$ cat src/rtl/seven_seg_pkg.sv
// Shared constants and the leading-zero blank-mask helper for the 7-seg scanner.
package seven_seg_pkg;

  localparam int DEF_NUM_DIGITS = 4;
  localparam int NIB_W          = 4;
  // Widest display the helper function supports; callers zero-extend into it.
  localparam int MAX_DIGITS     = 16;

  localparam logic [MAX_DIGITS-1:0] ANODE_OFF = '1;

  // Bit i set means digit i is a leading zero and must stay dark.
  // Digit 0 is never blanked, so a value of zero still shows a single "0".
  function automatic logic [MAX_DIGITS-1:0] lz_mask(
    input logic [NIB_W*MAX_DIGITS-1:0] shadow,
    input int                          num_digits
  );
    logic [MAX_DIGITS-1:0] mask;
    logic                  all_zero;
    mask     = '0;
    all_zero = 1'b1;
    for (int i = MAX_DIGITS-1; i >= 1; i--) begin
      if (i < num_digits) begin
        all_zero = all_zero & (shadow[i*NIB_W +: NIB_W] == '0);
        mask[i]  = all_zero;
      end
    end
    return mask;
  endfunction

endpackage

$ cat src/rtl/refresh_prescaler.sv
// Free-running slot counter: counts 0..DIV-1 and flags the last cycle of each slot.
module refresh_prescaler #(
  parameter  int DIV = 50000,
  localparam int CW  = (DIV > 1) ? $clog2(DIV) : 1
) (
  input  logic          clk,
  input  logic          reset,
  output logic [CW-1:0] count,
  output logic          tick
);

  assign tick = (count == CW'(DIV-1));

  // Slot counter, wraps to zero on the terminal count.
  always_ff @(posedge clk) begin
    if (reset)     count <= '0;
    else if (tick) count <= '0;
    else           count <= count + CW'(1);
  end

endmodule

$ cat src/rtl/seven_seg_scanner.sv
// Time-multiplexes a packed hex value onto common-anode 7-seg digits with
// per-digit enables, decimal points, optional leading-zero blanking and a
// dark guard window at the start of every slot to avoid ghosting.
module seven_seg_scanner
  import seven_seg_pkg::*;
#(
  parameter int NUM_DIGITS  = DEF_NUM_DIGITS,
  parameter int REFRESH_DIV = 50000,
  parameter int GUARD_CYC   = 16,
  parameter int LZ_BLANK    = 0
) (
  input  logic                        clk,
  input  logic                        reset,
  input  logic [NIB_W*NUM_DIGITS-1:0] value,
  input  logic [NUM_DIGITS-1:0]       digit_en,
  input  logic [NUM_DIGITS-1:0]       dp_in,
  output logic [NIB_W-1:0]            hex_digit,
  output logic [NUM_DIGITS-1:0]       anode_n,
  output logic                        dp_n,
  output logic                        frame_done
);

  localparam int CW = (REFRESH_DIV > 1) ? $clog2(REFRESH_DIV) : 1;
  localparam int IW = (NUM_DIGITS > 1) ? $clog2(NUM_DIGITS) : 1;

  logic [CW-1:0]               count;
  logic                        tick;
  logic [IW-1:0]               idx;
  logic                        wrap;
  logic                        load_pending;
  logic [NIB_W*NUM_DIGITS-1:0] shadow;
  logic [NUM_DIGITS-1:0]       en_sh;
  logic [NUM_DIGITS-1:0]       dp_sh;
  logic [NIB_W*MAX_DIGITS-1:0] shadow_ext;
  logic [MAX_DIGITS-1:0]       mask_full;
  logic [NUM_DIGITS-1:0]       blank;
  logic [NUM_DIGITS-1:0]       lit;
  logic [NIB_W-1:0]            nib;
  logic                        active;
  logic                        unused_mask;

  refresh_prescaler #(.DIV(REFRESH_DIV)) u_prescaler (
    .clk   (clk),
    .reset (reset),
    .count (count),
    .tick  (tick)
  );

  assign wrap = tick && (idx == IW'(NUM_DIGITS-1));

  // Digit index advances once per slot and wraps after the last digit.
  always_ff @(posedge clk) begin
    if (reset)     idx <= '0;
    else if (wrap) idx <= '0;
    else if (tick) idx <= idx + IW'(1);
  end

  // Remembers that the first edge after reset must capture the inputs.
  always_ff @(posedge clk) begin
    if (reset) load_pending <= 1'b1;
    else       load_pending <= 1'b0;
  end

  // Frame-coherent copy of value/enables/dps, refreshed only at frame wrap
  // (and once on reset exit) so a mid-frame update never tears the display.
  always_ff @(posedge clk) begin
    if (reset) begin
      shadow <= '0;
      en_sh  <= '0;
      dp_sh  <= '0;
    end else if (load_pending || wrap) begin
      shadow <= value;
      en_sh  <= digit_en;
      dp_sh  <= dp_in;
    end
  end

  // Single-cycle pulse coincident with the shadow reload at wrap.
  always_ff @(posedge clk) begin
    if (reset) frame_done <= 1'b0;
    else       frame_done <= wrap;
  end

  // Zero-extend the shadow so the package helper can handle any width.
  always_comb begin
    shadow_ext                       = '0;
    shadow_ext[NIB_W*NUM_DIGITS-1:0] = shadow;
  end

  assign mask_full   = lz_mask(shadow_ext, NUM_DIGITS);
  assign blank       = (LZ_BLANK != 0) ? mask_full[NUM_DIGITS-1:0] : '0;
  assign unused_mask = ^mask_full;

  // Nibble of the current slot; shown even while the anode is dark.
  always_comb begin
    nib = '0;
    for (int i = 0; i < NUM_DIGITS; i++) begin
      if (idx == IW'(i)) nib = shadow[i*NIB_W +: NIB_W];
    end
  end

  assign active = (int'(count) >= GUARD_CYC);

  for (genvar i = 0; i < NUM_DIGITS; i++) begin : g_digit
    assign lit[i] = (idx == IW'(i)) && active && en_sh[i] && !blank[i];
  end

  // Registered outputs; held at idle values for the edge that loads the shadow.
  always_ff @(posedge clk) begin
    if (reset || load_pending) begin
      anode_n   <= ANODE_OFF[NUM_DIGITS-1:0];
      hex_digit <= '0;
      dp_n      <= 1'b1;
    end else begin
      anode_n   <= ~lit;
      hex_digit <= nib;
      dp_n      <= ~(|(lit & dp_sh));
    end
  end

endmodule

$ cat config.mk
export PLATFORM = sky130hd
export DESIGN_NAME = seven_seg_scanner
export DESIGN_NICKNAME = d
export VERILOG_FILES = /design/src/rtl/seven_seg_pkg.sv /design/src/rtl/refresh_prescaler.sv /design/src/rtl/seven_seg_scanner.sv
export SDC_FILE = /design/constraint.sdc
export NUM_CORES = 1
export LEC_CHECK = 0
export CORE_MARGIN = 10
export CORE_UTILIZATION = 38
export CTS_BUF_LIST = sky130_fd_sc_hd__clkbuf_4 sky130_fd_sc_hd__clkbuf_8
export DETAILED_ROUTE_END_ITERATION = 16
export GPL_ROUTABILITY_DRIVEN = 0
export HOLD_SLACK_MARGIN = 0.15
export PLACE_DENSITY = 0.67
export RECOVER_POWER = 25
export SETUP_SLACK_MARGIN = 0.15
export SYNTH_ARGS = -nofsm -noshare
export SYNTH_HDL_FRONTEND = slang
export SYNTH_SLANG_ARGS = --single-unit
$ cat constraint.sdc
create_clock -name clk -period 4.8 [get_ports clk]
set_input_delay 0.96 -clock clk [delete_from_list [all_inputs] [get_ports clk]]
set_output_delay 0.96 -clock clk [all_outputs]
set_load 0.05 [all_outputs]
# ---- Yosys cells after proc, flatten, opt, wreduce, memory -nomap -nowiden
# Cells that the tools add are included.
dict set report word_totals {
  reg_bits 53
  latchBits 0
  mem_bits_rw 0
  romBits 0
  mem_count 0
}
dict set report op_classes {
  addsub 2
  multipliers 0
  div 0
  magnitude_cmp 1
  eq_ne 4
  shift 0
  mux 5
  n_bitwise 3
  reduce_logical 15
}
# operator count
set ops {}
lappend ops {{$add A16 B1 Y16 const B} 1}
lappend ops {{$eq A16 B16 Y1 const B} 1}
lappend ops {{$ge A16 B5 Y1 const B} 1}
lappend ops {{$mux W4} 4}
lappend ops {{$logic_and A1 B1 Y1} 9}
lappend ops {{$and A4 B4 Y4} 1}
lappend ops {{$eq A2 B2 Y1 const B} 2}
lappend ops {{$not A4 Y4} 1}
lappend ops {{$reduce_or A2 Y1} 2}
lappend ops {{$reduce_or A4 Y1} 1}
lappend ops {{$add A2 B1 Y2 const B} 1}
lappend ops {{$eq A2 B1 Y1 const B} 1}
lappend ops {{$logic_not A2 Y1} 1}
lappend ops {{$logic_or A1 B1 Y1} 2}
lappend ops {{$mux W1} 1}
lappend ops {{$not A1 Y1} 1}

# ---- Depth between registers and ports, before layout
# Gate-level depths: netlist (run 1).
dict set report depth {
  word_depth 6
  mapped_depth 7
}

# ---- Cells and area by module
# Synthesis (run 1) repeated with hierarchy kept, for this count alone.
dict set report unflattened {
  hier_cells 256
  area_unflattened_um2 2187.1
}
# mod instances cells_each area_each_um2
set modules_own_cells {}
lappend modules_own_cells {seven_seg_scanner 1 175 1476.4}
lappend modules_own_cells {refresh_prescaler 1 81 710.7}

# ---- Worst setup path before layout (run 1)
# Ideal clock, no wire load.
dict set report synth_path {
  kind {input to register}
  startpoint {in reset}
  endpoint {reg anode_n[2]}
  arrival_time_ps 1809
  required_time_ps 4666
  slack_ps 2857
  cell_stages 4
  n_path_buf 1
  path_cell_list {clkbuf_1 > or2_2 > a31oi_1 > nand3_1}
}
dict set report synth_between {
  elab_chain_len 1
}
# item line_no
set synth_rtl {}
lappend synth_rtl {{start, declared} seven_seg_scanner.sv:13} ;# input logic reset,
lappend synth_rtl {{$logic_or A1 B1 Y1} seven_seg_scanner.sv:110} ;# if (reset || load_pending) begin
lappend synth_rtl {{end signal, assigned} seven_seg_scanner.sv:111} ;# anode_n <= ANODE_OFF[NUM_DIGITS-1:0];
lappend synth_rtl {{end signal, assigned} seven_seg_scanner.sv:115} ;# anode_n <= ~lit;
lappend synth_rtl {{end, declared} seven_seg_scanner.sv:18} ;# output logic [NUM_DIGITS-1:0] anode_n,
# Every way passes these cells.
# A chain may end at the register's enable or synchronous reset.

==> results.py, run 1 <==
metrics = {
    "outcome": {
        "outcome": "finished clean",
    },
    "synthesis": {
        "ys_seq_elements": 53,
        "ys_warn_count": 0,
        "synth.distinct_cells": 27,
        "syn-instance-count": 261,
        "synth.avg_cell_area_sq_um": 9.30,
        "netlist_area_sq_um": 2430,
        "synth_ff_type": "dfxtp_1",
        "ys_seq_area_frac": 0.437,
        "syn_nets": 293,
        "synth-edff-count": 0,
        "synth_async_sr_flop_share": 0,
    },
    "drt": {
        "drt_iter0_drc": 41,
        "route.detailed.wl_per_inst_microns": 13.0,
        "viasPerCell": 4.81,
        "num_vias": 1776,
        "route.detailed.drc": 0,
        "drtAntennaViolNets": 0,
        "drt-total-wl_microns": 4780,
        "drtPass1Iterations": 4,
    },
    "placement": {
        "dpl.hpwl_microns": 3460,
        "dp_slack_ps": 1630,
        "portBuffers": 35,
    },
    "sta": {
        "finClkSkew_ps": 9.00,
        "relSlewSlack": 0.265,
        "tns_ps": 0,
        "setup_viol": 0,
        "fin_crit_ps": 2720,
        "drv_slew": 0,
        "fmax_ghz": 0.367,
        "rsz0062_at_grt": "no",
        "setup_ws_ps": 2080,
        "min_period_over_period": 0.568,
        "tightest_slew_ps": 1100,
        "hold_viol": 0,
    },
    "setup_path": {
        "critical_path_arrival_ps": 2870,
        "path_cells": "dlygate4sd3_1, clkbuf_1, nand2b_1, mux2i_1",
        "worst_setup_path_start_kind": "primary input",
        "cp_num_buf_inv": 2,
        "slowest_stage": "dlygate4sd3_1",
        "crit_family": "buffers and inverters",
        "max_stage_delay_ps": 1140,
        "ff2ff_setup_slack_ps": 2710,
        "endpoint_kind": "register",
        "reg2regPathDepth": 5,
        "r2r_start": "u_prescaler.count[0]",
        "path_max_fanout": 39,
        "critical_path_class": "primary input to register",
        "rr_endpoint": "shadow[11]",
        "required_ps": 4950,
    },
    "clock_network": {
        "cts_buffers": 5,
        "cts_tree": "yes",
        "htreeDepth": 2,
        "postCtsSetupRepairBufs": 0,
        "clk_pin_slew_worst_paths_ps": 100,
        "cts_buffer_depth": 2,
        "root_buffer": "clkbuf_8",
        "postCtsResizedCells": 0,
        "cts.sinks": 53,
        "insertion_delay_ps": 310,
        "ctsHoldBuffers": 0,
    },
    "min_path": {
        "hold_depth": 1,
        "min-delay-start": "en_sh[2]",
        "min_to": "anode_n[2]",
        "hold_class": "register to register",
    },
    "global_route": {
        "antenna_found_initial": 0,
        "grt_pass1_wl_microns": 8490,
        "grt_overflow_total": 0,
        "grt_max_degree": 40,
        "first_global_vias": 1844,
        "track_usage": 0.0997,
    },
    "floorplanning": {
        "start_util": 0.387,
        "die_h_microns": 99.9,
        "rows": 29,
        "dieArea_sq_um": 9990,
        "coreArea_sq_um": 6280,
        "die_w_microns": 99.9,
        "io_pins": 36,
    },
    "layout": {
        "area_delta_synth_final_pct": 20.8,
        "fillers": 625,
        "nets": 323,
        "multiInputGateArea_sq_um": 1260,
        "layout.area.seq_sq_um": 1060,
        "antenna_cells": 0,
        "drive_gt1_frac": 0.0445,
    },
    "run": {
        "maxCapViolations": 0,
    },
    "power_and_ir_drop": {
        "powerDensity_nw_per_um2": 303,
        "seqPwrFrac": 0.523,
        "power.internal_mw": 0.706,
        "p_leak_nw": 1.05,
        "p_switching_mw": 0.184,
        "switching_share": 0.206,
        "ir_drop_mv": 0.181,
        "pwr-share-clk": 0.393,
        "pwr-share-comb": 0.084,
    },
}
## area by class of cell
type	count	area share
tap	77	0.0328
clock buffer	5	0.0235
sequential	53	0.362
clock inverter	3	0.0222
inverter	7	0.00896
timing repair buffer	36	0.121
multi-input combinational	188	0.430
## power by group through the flow
stage / registers, mW / logic [mW] / clock network (mW)
4_1_cts: 0.466 / 0.0768 / 0.358
3_5_place_dp: 0.476 / 0.0761 / 0
3_3_place_gp: 0.476 / 0.0749 / 0
2_1_floorplan: 0.476 / 0.0459 / 0
5_1_grt: 0.469 / 0.0826 / 0.378
6_report: 0.466 / 0.0746 / 0.350
## worst max path at each step
| stage | endpoint | cells past startpoint | slack [ps] | start |
|---|---|---|---|---|
| floorplan | anode_n[2] | 4 | 2860 | reset |
| global placement | anode_n[1] | 4 | 1700 | reset |
| detailed placement | anode_n[3] | 4 | 1630 | reset |
| CTS | anode_n[3] | 4 | 1980 | reset |
| global route | shadow[1] | 4 | 1840 | reset |
| finish | shadow[15] | 4 | 2080 | reset |
## synth_stat cells, types with 4 or more instances
master / n / area (sq um)
nand2b_1: 49 / 307
inv_1: 7 / 26.3
nor4_1: 4 / 25.0
clkbuf_1: 9 / 33.8
mux2i_1: 25 / 250
nand3b_1: 6 / 45.0
nor2_1: 22 / 82.6
nor3_1: 5 / 25.0
ha_1: 6 / 75.1
o22ai_1: 4 / 25.0
dfxtp_1: 53 / 1060
buf_6: 4 / 45.0
a21oi_1: 10 / 50.1
nand3_1: 14 / 70.1
nand4_1: 5 / 31.3
xnor2_1: 11 / 96.3
nand2_1: 14 / 52.6
## flip-flops by register name, indices dropped and copies added, names as in the netlist
name / cells
shadow: 16
idx: 2
en_sh: 4
dp_n: 1
hex_digit: 4
load_pending: 1
frame_done: 1
anode_n: 4
u_prescaler.count: 16
dp_sh: 4
## cells by family after synthesis
kind of cell,Yosys count,share of synthesized area
fa+ha+maj,6,0.0309
compound gates,17,0.0459
simple gates,127,0.293
flops,53,0.437
xor+xnor,13,0.0469
mux,25,0.103
buf+inv,20,0.0433
## per-stage QoR
step | instances | util | area, sq um | hold slack, ps | power (mW)
3_3_place_gp | 361 | 0.446 | 2800 | 389 | 0.551
2_1_floorplan | 261 | - | 2430 | 382 | 0.522
3_5_place_dp | 361 | 0.446 | 2800 | 396 | 0.552
4_1_cts | 369 | 0.468 | 2940 | 419 | 0.901
5_1_grt | 369 | 0.467 | 2930 | 446 | 0.929
6_report | 369 | 0.467 | 2930 | 419 | 0.890
## layer usage
layer | track usage | up-vias | wire, microns
li1 | - | 933 | -
met1 | 0.114 | 811 | 2190
met2 | 0.168 | 27 | 2240
met3 | 0.0364 | 5 | 301
met4 | 0.0309 | 0 | 53
met5 | 0 | - | 0
## worst reg2reg max path, cell delays in order, from the launching register on
cell	delay, ps
dfxtp_1	350
ha_1	260
nand3_1	140
nor3_1	90
a31oi_4	890
mux2i_1	280
## cells in the final DEF (no fill, tap or decap), drive strengths merged
master / Yosys / routed
o22ai: 4 / 4
mux2i: 25 / 25
or3: 2 / 2
xor2: 2 / 2
nand4: 5 / 5
clkbuf: 9 / 6
nor4: 5 / 5
a31oi: 2 / 2
or4: 1 / 1
clkinv: 0 / 1
nand2: 14 / 14
nor2: 22 / 22
and3b: 1 / 1
or2: 3 / 3
inv: 7 / 7
nand2b: 49 / 49
ha: 6 / 6
o41ai: 1 / 1
nor3: 5 / 5
nand3b: 6 / 6
dfxtp: 53 / 53
xnor2: 11 / 11
dlygate4sd3: 0 / 1
bufinv: 0 / 2
nand3: 14 / 14
a21oi: 10 / 10
clkdlybuf4s50: 0 / 34
Note: power is estimated with default switching activity, not from simulation.
==> inputs of run 2 (changes only) <==
PLACE_DENSITY = 0.7   (was 0.67)
clock period = 2.4 ns   (was 4.8 ns; I/O delays follow)
==> results.py, run 2 (synthesis gave the netlist of run 1 again) <==
metrics = {
    "setup_path": {
        "reg2regPathDepth": 4,
        "path_max_fanout": 15,
        "slowest_stage": "or4_1",
        "endpoint_kind": "register",
        "max_stage_delay_ps": 590,
        "path_cells": "or4_1, nor4_4, or2_1, nor2_1",
        "ff2ff_setup_slack_ps": 330,
        "r2r_start": "u_prescaler.count[5]",
        "required_ps": 2580,
        "rr_endpoint": "u_prescaler.count[3]",
        "critical_path_arrival_ps": 2250,
        "critical_path_class": "register to register",
        "worst_setup_path_start_kind": "register",
        "crit_start": "u_prescaler.count[5]",
    },
    "clock_network": {
        "postCtsSetupRepairBufs": 0,
        "cts_tree": "yes",
        "cts_buffers": 5,
        "cts_buffer_depth": 2,
        "htreeDepth": 2,
        "postCtsResizedCells": 0,
        "clk_pin_slew_worst_paths_ps": 90,
        "cts.sinks": 53,
        "root_buffer": "clkbuf_8",
        "ctsHoldBuffers": 0,
        "insertion_delay_ps": 300,
    },
    "layout": {
        "post-route-util": 0.462,
        "area_delta_synth_final_pct": 19.5,
        "nets": 325,
        "final_area_sq_um": 2900,
        "layout.area.seq_sq_um": 1060,
        "fillers": 593,
        "mostFrequentLayoutCell": "dfxtp_1",
        "top_regs": "shadow (16), u_prescaler.count (16)",
        "drive_gt1_frac": 0.0444,
        "antenna_cells": 0,
        "multiInputGateArea_sq_um": 1260,
        "instances_no_fill": 370,
        "layout_common_cells": "dfxtp_1 (53), nand2b_1 (49), clkdlybuf4s50_1 (33)",
    },
    "power_and_ir_drop": {
        "pwr-share-comb": 0.095,
        "pwr-share-clk": 0.318,
        "switching_share": 0.227,
        "p_leak_nw": 1.04,
        "power_mw": 1.59,
        "p_switching_mw": 0.360,
        "seqPwrFrac": 0.587,
        "powerDensity_nw_per_um2": 547,
        "ir_drop_mv": 0.318,
        "power.internal_mw": 1.23,
    },
    "drt": {
        "met3RoutedLength_microns": 287,
        "route.detailed.wl_per_inst_microns": 13.2,
        "route.detailed.drc": 0,
        "highest_layer": "met4",
        "drtAntennaViolNets": 0,
        "wl_met2_microns": 2390,
        "num_vias": 1785,
        "drt-total-wl_microns": 4900,
        "drt_iter0_drc": 64,
        "wl_met1_microns": 2190,
        "drtPass1Iterations": 4,
        "viasPerCell": 4.82,
    },
    "sta": {
        "finClkSkew_ps": 9.71,
        "rsz0062_at_grt": "no",
        "tns_ps": 0,
        "hold_viol": 0,
        "fmax_ghz": 0.483,
        "drv_slew": 0,
        "fin_crit_ps": 2070,
        "setup_ws_ps": 331,
        "tightest_slew_ps": 686,
        "holdWs_ps": 418,
        "setup_viol": 0,
        "relSlewSlack": 0.543,
        "min_period_over_period": 0.862,
    },
    "floorplanning": {
        "die_w_microns": 99.9,
        "start_util": 0.387,
        "dieArea_sq_um": 9990,
        "io_pins": 36,
        "rows": 29,
        "coreArea_sq_um": 6280,
        "die_h_microns": 99.9,
    },
    "run": {
        "maxCapViolations": 0,
    },
    "global_route": {
        "track_usage": 0.0979,
        "grt_overflow_total": 0,
        "first_global_vias": 1731,
        "grt_pass1_wl_microns": 8110,
        "antenna_found_initial": 0,
        "grt_max_degree": 34,
    },
    "min_path": {
        "hold_class": "register to register",
        "hold_depth": 1,
        "min-delay-start": "en_sh[3]",
        "min_to": "anode_n[3]",
    },
    "placement": {
        "dpl.hpwl_microns": 3590,
        "portBuffers": 35,
        "placed_cell_area_sq_um": 2820,
        "dp_cells": 363,
        "dp_slack_ps": 388,
    },
    "outcome": {
        "outcome": "finished clean",
    },
}
[run 2: how the worst max path moves through the flow]
stage,slack (ps),endpoint
CTS,370,u_prescaler.count[3]
floorplan,660,u_prescaler.count[7]
global route,170,u_prescaler.count[15]
detailed placement,390,u_prescaler.count[3]
global placement,440,u_prescaler.count[8]
finish,330,u_prescaler.count[3]
[run 2: layout make-up]
cell class / count / area share
multi-input cells: 188 / 0.434
inverters: 7 / 0.00906
clock inverters: 1 / 0.00259
flip-flops and latches: 53 / 0.366
well taps: 77 / 0.0332
clock buffers: 6 / 0.0285
repair buffers: 38 / 0.127
[run 2: layer usage]
layer | vias to the layer above | GRT usage
li1 | 937 | -
met1 | 825 | 0.112
met2 | 21 | 0.162
met3 | 2 | 0.0426
met4 | 0 | 0.0276
met5 | - | 0
[run 2: power groups by stage]
| stage | Sequential, mW | Combinational (mW) | Clock (mW) |
|---|---|---|---|
| finish | 0.932 | 0.151 | 0.505 |
| global route | 0.935 | 0.167 | 0.560 |
| CTS | 0.932 | 0.155 | 0.519 |
| detailed placement | 0.952 | 0.154 | 0 |
| global placement | 0.951 | 0.151 | 0 |
| floorplan | 0.953 | 0.0917 | 0 |
[run 2: worst max-delay path, delay by kind of cell (launching register included)]
| kind | cells | cell delay, ps |
|---|---|---|
| and+or+nand+nor | 4 | 1600 |
| DFF | 1 | 340 |
==> inputs of run 3 (changes only) <==
ABC_AREA = 1   (was unset)
PLACE_DENSITY = 0.69   (was 0.7)
==> results.py, run 3 <==
metrics = {
    "global_route": {
        "track_usage": 0.103,
        "gr-usage-met3": 0.0350,
        "first_global_vias": 1958,
        "grt_max_degree": 27,
        "grt.busiest_layer": "met2",
        "grt.met2_usage": 0.163,
        "grt_pass1_wl_microns": 8830,
        "grt_overflow_total": 0,
        "antenna_found_initial": 1,
        "grt_util_met1": 0.133,
    },
    "outcome": {
        "outcome": "finished clean",
    },
    "synthesis": {
        "syn_nets": 357,
        "ys_warn_count": 0,
        "muxShareOfSynthArea": 0,
        "synth_async_sr_flop_share": 0,
        "synth.distinct_cells": 31,
        "synth.avg_cell_area_sq_um": 7.68,
        "synthTopCellsByArea": "dfxtp_1 (43%), nand2_1 (8.9%), nor2_1 (7.7%)",
        "ys_seq_area_frac": 0.425,
        "synth_fa_ha_area_frac": 0.0301,
        "syn-instance-count": 325,
        "netlist_area_sq_um": 2500,
        "netlist.area_leader.share": 0.425,
        "yosysMostFrequentCell": "nand2_1",
        "synthTopCellsByCount": "nand2_1 (59), dfxtp_1 (53), nor2_1 (51), inv_1 (27), nor2_2 (22)",
        "synth.largest_area_cell": "dfxtp_1",
        "synth_ff_type": "dfxtp_1",
        "ys_seq_elements": 53,
        "synth-edff-count": 0,
        "synth_compound_area_frac": 0.0541,
        "yosys.area_share.simple": 0.388,
        "synth_xor_area_frac": 0.0246,
        "synth_top_family_by_area": "simple AND/OR/NAND/NOR gates",
    },
    "clock_network": {
        "cts_buffer_depth": 2,
        "cts_tree": "yes",
        "ctsHoldBuffers": 0,
        "clk_pin_slew_worst_paths_ps": 90,
        "postCtsResizedCells": 0,
        "insertion_delay_ps": 300,
        "cts_buffers": 5,
        "cts.sinks": 53,
        "postCtsSetupRepairBufs": 0,
        "htreeDepth": 2,
        "root_buffer": "clkbuf_8",
    },
    "setup_path": {
        "crit_start": "anode_n[1]",
        "slowest_stage": "clkdlybuf4s50_1",
        "ff2ff_setup_slack_ps": 510,
        "max_stage_delay_ps": 800,
        "critical_path_arrival_ps": 1430,
        "reg2regPathDepth": 6,
        "worst_setup_path_start_kind": "register",
        "r2r_start": "u_prescaler.count[0]",
        "path_max_fanout": 1,
        "rr_endpoint": "u_prescaler.count[14]",
        "cp_num_buf_inv": 1,
        "critical_path_class": "register to primary output",
        "endpoint_kind": "primary output",
        "required_ps": 1920,
        "path_cells": "clkdlybuf4s50_1",
        "crit_family": "buffers and inverters",
    },
    "sta": {
        "setup_ws_ps": 490,
        "setup_viol": 0,
        "drv_slew": 0,
        "relSlewSlack": 0.634,
        "min_period_over_period": 0.796,
        "finClkSkew_ps": 2.94,
        "tns_ps": 0,
        "rsz0062_at_grt": "no",
        "fmax_ghz": 0.524,
        "fin_crit_ps": 1910,
        "tightest_slew_ps": 547,
        "hold_viol": 0,
    },
    "drt": {
        "drtPass1Iterations": 4,
        "route.detailed.drc": 0,
        "drt_iter0_drc": 85,
        "num_vias": 2040,
        "viasPerCell": 4.65,
        "drt-total-wl_microns": 5310,
        "route.detailed.wl_per_inst_microns": 12.1,
        "drtAntennaViolNets": 0,
    },
    "placement": {
        "dp_slack_ps": 603,
        "dpl.hpwl_microns": 3820,
        "portBuffers": 35,
    },
    "min_path": {
        "min-delay-start": "u_prescaler.count[0]",
        "min_to": "u_prescaler.count[0]",
        "hold_class": "register to register",
        "hold_depth": 1,
    },
    "run": {
        "maxCapViolations": 0,
    },
    "floorplanning": {
        "io_pins": 36,
        "start_util": 0.393,
        "die_w_microns": 101,
        "dieArea_sq_um": 10200,
        "coreArea_sq_um": 6350,
        "die_h_microns": 101,
        "rows": 29,
    },
    "power_and_ir_drop": {
        "p_leak_nw": 1.26,
        "powerDensity_nw_per_um2": 577,
        "power_mw": 1.74,
        "ir_drop_mv": 0.322,
    },
    "layout": {
        "multiInputGateArea_sq_um": 1240,
        "top_regs": "shadow (16), u_prescaler.count (16)",
        "nets": 392,
        "area_delta_synth_final_pct": 20.5,
        "mostFrequentLayoutCell": "nand2_1",
        "layout.area.seq_sq_um": 1060,
        "fillers": 616,
        "drive_gt1_frac": 0.133,
        "post-route-util": 0.474,
        "layout_common_cells": "nand2_1 (60), dfxtp_1 (53), nor2_1 (52)",
    },
}
[run 3: routing by layer]
metal	up-vias	share of wire
li1	1095	-
met1	913	0.47
met5	-	0
met2	28	0.46
met4	0	0.0049
met3	4	0.061
[run 3: report_power, final]
part,internal (mW),switching [mW],leakage [nW],total (mW)
logic,0.0865,0.0854,0.767,0.172
clock network,0.352,0.281,0.0619,0.633
registers,0.914,0.0181,0.435,0.932
total,1.35,0.384,1.26,1.74
[run 3: through the flow]
stage               instances  hold slack (ps)  area [sq um]
global route              438              509          3010
finish                    439              479          3010
floorplan                 325              430          2500
detailed placement        430              468          2890
CTS                       438              490          3010
global placement          430              444          2890
[run 3: cell families after synthesis]
group | count (synthesis)
AO/OA/AOI/OAI | 27
buffers and inverters | 41
adder cells (fa/ha/maj) | 6
AND/OR/NAND/NOR | 191
XOR/XNOR | 7
flip-flops | 53
[run 3: area by class of cell]
cell class,count,share of cell area
Antenna cell,1,0.000832
Sequential cell,53,0.353
Multi-Input combinational cell,231,0.411
Clock buffer,7,0.0300
Inverter,31,0.0395
Clock inverter,1,0.00998
Timing Repair Buffer,38,0.124
Tap cell,77,0.0320
[run 3: worst max-delay path by stage]
stage	end	slack [ps]	cells after the start
2_1_floorplan	en_sh[0]	910	9
3_3_place_gp	hex_digit[3]	650	4
3_5_place_dp	hex_digit[3]	600	4
4_1_cts	anode_n[1]	460	1
5_1_grt	u_prescaler.count[14]	280	6
6_report	anode_n[1]	490	1
